### config.mk
export PLATFORM = sky130hd
export DESIGN_NAME = store_buffer
export DESIGN_NICKNAME = d
export VERILOG_FILES = /design/src/rtl/store_buffer.sv
export SDC_FILE = /design/constraint.sdc
export NUM_CORES = 1
export LEC_CHECK = 0
export CORE_MARGIN = 2
export CORE_UTILIZATION = 62
export DETAILED_ROUTE_END_ITERATION = 7
export GPL_ROUTABILITY_DRIVEN = 0
export PLACE_DENSITY = 0.94
export SYNTH_ARGS = -nofsm -noshare
export SYNTH_HDL_FRONTEND = slang
export SYNTH_SLANG_ARGS = --single-unit
### constraint.sdc
create_clock -name clk -period 4 [get_ports clk]
set_input_delay 0.8 -clock clk [delete_from_list [all_inputs] [get_ports clk]]
set_output_delay 0.8 -clock clk [all_outputs]
set_load 0.02 [all_outputs]
### src/rtl/store_buffer.sv
// store_buffer: in-order circular store buffer between the core memory stage and data memory
// Ports: clk/reset (async, active-low); MemWriteM/DataAdrM/WriteDataM store request, StallM full;
//        LoadAdrM lookup address, FwdHitM/FwdDataM forwarding result; mem_valid/mem_ready/
//        mem_addr/mem_wdata head entry to memory; Count occupancy; Drained empty.
// Macro STORE_BUFFER_FORWARD_EN enables store-to-load forwarding; otherwise FwdHitM/FwdDataM are 0.
module store_buffer #(
  parameter int DEPTH = 4,
  parameter int AW = 32,
  parameter int DW = 32
) (
  input  logic                   clk,
  input  logic                   reset,
  input  logic                   MemWriteM,
  input  logic [AW-1:0]          DataAdrM,
  input  logic [DW-1:0]          WriteDataM,
  output logic                   StallM,
  input  logic [AW-1:0]          LoadAdrM,
  output logic                   FwdHitM,
  output logic [DW-1:0]          FwdDataM,
  output logic                   mem_valid,
  input  logic                   mem_ready,
  output logic [AW-1:0]          mem_addr,
  output logic [DW-1:0]          mem_wdata,
  output logic [$clog2(DEPTH):0] Count,
  output logic                   Drained
);
  localparam int PW = $clog2(DEPTH);
  localparam int CW = PW + 1;
  logic [AW-1:0] addr_q [DEPTH];
  logic [AW-1:0] addr_d [DEPTH];
  logic [DW-1:0] data_q [DEPTH];
  logic [DW-1:0] data_d [DEPTH];
  logic [PW-1:0] wr_ptr_q, wr_ptr_d, rd_ptr_q, rd_ptr_d;
  logic [CW-1:0] count_q, count_d;
  logic enq, deq;
  assign StallM = count_q == CW'(DEPTH);
  assign mem_valid = count_q != '0;
  assign Drained = count_q == '0;
  assign Count = count_q;
  assign mem_addr = addr_q[rd_ptr_q];
  assign mem_wdata = data_q[rd_ptr_q];
  assign enq = MemWriteM && !StallM;
  assign deq = mem_valid && mem_ready;
  always_comb begin
    addr_d = addr_q;
    data_d = data_q;
    if (enq) begin
      addr_d[wr_ptr_q] = DataAdrM;
      data_d[wr_ptr_q] = WriteDataM;
    end
    wr_ptr_d = enq ? wr_ptr_q + PW'(1) : wr_ptr_q;
    rd_ptr_d = deq ? rd_ptr_q + PW'(1) : rd_ptr_q;
    count_d = count_q + CW'(enq) - CW'(deq);
  end
  always_ff @(posedge clk or negedge reset) begin
    if (!reset) begin
      for (int i = 0; i < DEPTH; i++) begin
        addr_q[i] <= '0;
        data_q[i] <= '0;
      end
      wr_ptr_q <= '0;
      rd_ptr_q <= '0;
      count_q <= '0;
    end else begin
      addr_q <= addr_d;
      data_q <= data_d;
      wr_ptr_q <= wr_ptr_d;
      rd_ptr_q <= rd_ptr_d;
      count_q <= count_d;
    end
  end
`ifdef STORE_BUFFER_FORWARD_EN
  // Scan from oldest to youngest so the last match wins; only registered entries are searched.
  always_comb begin
    FwdHitM = 1'b0;
    FwdDataM = '0;
    for (int k = 0; k < DEPTH; k++) begin
      if (CW'(k) < count_q && addr_q[rd_ptr_q + PW'(k)] == LoadAdrM) begin
        FwdHitM = 1'b1;
        FwdDataM = data_q[rd_ptr_q + PW'(k)];
      end
    end
  end
`else
  logic unused_load;
  assign unused_load = ^LoadAdrM;
  assign FwdHitM = 1'b0;
  assign FwdDataM = '0;
`endif
endmodule

==> out/qor.txt <==
Final hold slack: 0.179 ns
DRC Markers: 0
Crit path max fanout: 15
CTS sink count: 263
Die height: 174 µm
Synth area leaders: dfrtp_1, nor4bb_1, a211o_1
Starting Density: 62.8%
Final wirelength: 45.7 mm
Commonest non-fill, non-tap cell in the layout: dfrtp_1
Rows: 62
Later-pin clock latency in the skew report: 0.57 ns
Die W: 174 µm
Die area: 0.0304 mm²
Initial antenna violation count: 3
Global routing usage on met1: 40.8%
Busiest grt layer: met2
Synth Register Bits: 263
Layout cells sized above 1: 8.92%
Yosys cell types: 26
Leakage power: 9.59 nW
Post-CTS setup buffers: 0
Post-synth top area share: 36.6%
Area of the multi-input gates: 0.0102 mm²
Fmax: 281 MHz
RSZ-0062 raised after global routing: no
TNS Setup: 0 ns
Crit Path Class: reg2out
Critical path origin: rd_ptr_q[0]
M2 GR Usage: 47.7%
Max-cap violations: 0
IO Pins: 203
Pwr Total: 0.0188 W
Power Density: 945 mW/mm²
H-tree depth: 1
Area leader, netlist: dfrtp_1
Final worst path period share: 88.9%
Register Area: 0.00660 mm²
Sequential share of power: 27.8%
Worst reg2reg startpoint: Count[2]
Routed vias/inst: 7.11
Detail Placement HPWL: 23.0 mm
Largest net degree at the start of global routing: 261
Status: finished clean
Crit path time final: 3.55 ns
Post-Synthesis Cells: 1659
Met3 GRT Util: 4.44%
CP peak stage delay: 0.67 ns
WL/cell: 22.7 µm
Post-Syn Area: 0.0180 mm²
Total gr overflow: 0
Post-CTS sizing: 0
CP Cell Sequence: buf_4 -> mux4_2 -> clkdlybuf4s50_1
Vias in the first global route: 14200
Clock Power Share: 14.2%
HP Class: in2async
Pint: 0.0112 W
Drt first pass iters: 5
P&R area growth vs syn: 10.7%
Number of buffers created by CTS: 29
CTS tree: built
Avg Inst Size Synth: 10.8 µm²
Most frequent cells in the layout: dfrtp_1, and3_1, nor4bb_1, a21boi_0, a211o_1
Worst slew pin tran: 1.38 ns
Startpoint Class: flip-flop
Worst-case clock buffer depth: 3
Register area share after synthesis: 36.6%
Clock skew: 0.0273 ns
Number of DRC markers in iteration 0: 1602
Nets: 1716
GRT Util Overall: 29.3%
CP arrival: 2.75 ns
CTS Root Cell: clkbuf_16
Post-DRT Antenna Nets: 0
Slew Limit Fails: 0
Final Util: 69.5%
Gate power share: 58.0%
Cts hold-fix bufs: 0
YS warnings: 0
Worst rel slew slack: 8.25%
# setup viols final: 0
Worst endpoint required time: 3.20 ns
CORE AREA: 0.0286 mm²
Final Hold Viols: 0
Psw: 0.00766 W
Clk slew on worst S/H paths: 0.06 ns
Worst vdd ir: 0.564 mV
Switching fraction of total power: 40.7%
Number of I/O port buffers: 137
First-pass GRT wire length: 74.8 mm
Slowest-stage cell, CP: dfrtp_4
# fillers: 2007
Vias: 14300
Critical Path End Type: output pin
[per-stage QoR]
| step | instance area (µm²) | setup WS (ns) | instances |
|---|---|---|---|
| floorplan | 18100 | 1.38 | 1691 |
| global route | 19900 | 0.328 | 2012 |
| finish | 19900 | 0.445 | 2012 |
| global placement | 19000 | 1.01 | 1962 |
| detailed placement | 19000 | 1.00 | 1962 |
| CTS | 19900 | 0.391 | 2010 |
[synthesized netlist by cell type, drive strengths merged]
master and count:
dfrtp 263, a211o 256, a21boi 256, and3 256
nor4bb 256, clkbuf 196, buf 80, mux4 64
inv 7, ha 6, nand2b 3, xnor2 3
nand2 2, o211ai 2, conb 1, fa 1
nand4bb 1, o311ai 1, o31a 1, or3 1
or3b 1, or4bb 1, xor2 1
[layout make-up]
| type | count | area share [%] |
|---|---|---|
| antenna | 2 | 0.0251 |
| clock buffer | 44 | 4.43 |
| clock inverter | 4 | 0.302 |
| inverter | 7 | 0.132 |
| multi-input combinational | 1145 | 51.1 |
| sequential | 263 | 33.2 |
| tap | 384 | 2.41 |
| timing repair buffer | 163 | 8.43 |
[critical path: cells and delay by family (launching register included)]
family,cells,cell delay (ns)
buffers and inverters,2,0.93
flip-flops,1,0.67
multiplexers,1,0.58
[final timing paths]
check                           cells after the start  slack, ns      endpoint
min in group clk                                    2       0.66    data_q[20]
worst min register to register                      2       0.66    data_q[20]
worst min-delay path                                1       0.18   addr_q[119]
worst max register to register                     10       1.00      Count[2]
worst max-delay path                                3       0.45  mem_wdata[4]
max in group asynchronous                           2       2.85   rd_ptr_q[0]
[flip-flops by register name (all words and copies together) (netlist names)]
signal	flops
addr_q	128
rd_ptr_q	2
Count	3
wr_ptr_q	2
data_q	128
[power groups by stage]
stage / Sequential [W] / Combinational [W] / Clock (W)
3_5_place_dp: 0.00522 / 0.0108 / 0
5_1_grt: 0.00543 / 0.0116 / 0.00282
4_1_cts: 0.00520 / 0.0109 / 0.00270
3_3_place_gp: 0.00510 / 0.0105 / 0
2_1_floorplan: 0.00470 / 0.00816 / 0
6_report: 0.00523 / 0.0109 / 0.00267
[metal layers]
layer / up-vias / routed length (µm) / share of wire, %
li1: 6385 / - / -
met1: 7353 / 19300 / 42
met2: 496 / 22700 / 50
met3: 79 / 2530 / 5.5
met4: 2 / 1180 / 2.6
met5: - / 15 / 0.033
[kinds of logic (layout without fill, tap and decap cells)]
kind of cell,Yosys count,in the layout,synth area share [%]
simple gates,521,521,23.5
compound gates,516,516,23.3
buf+inv,283,218,7.80
flops,263,263,36.6
mux,64,64,8.02
fa+ha+maj,7,7,0.529
xor+xnor,4,4,0.195
other cells,1,35,0.0209
Power figures use the tool's default switching activity.
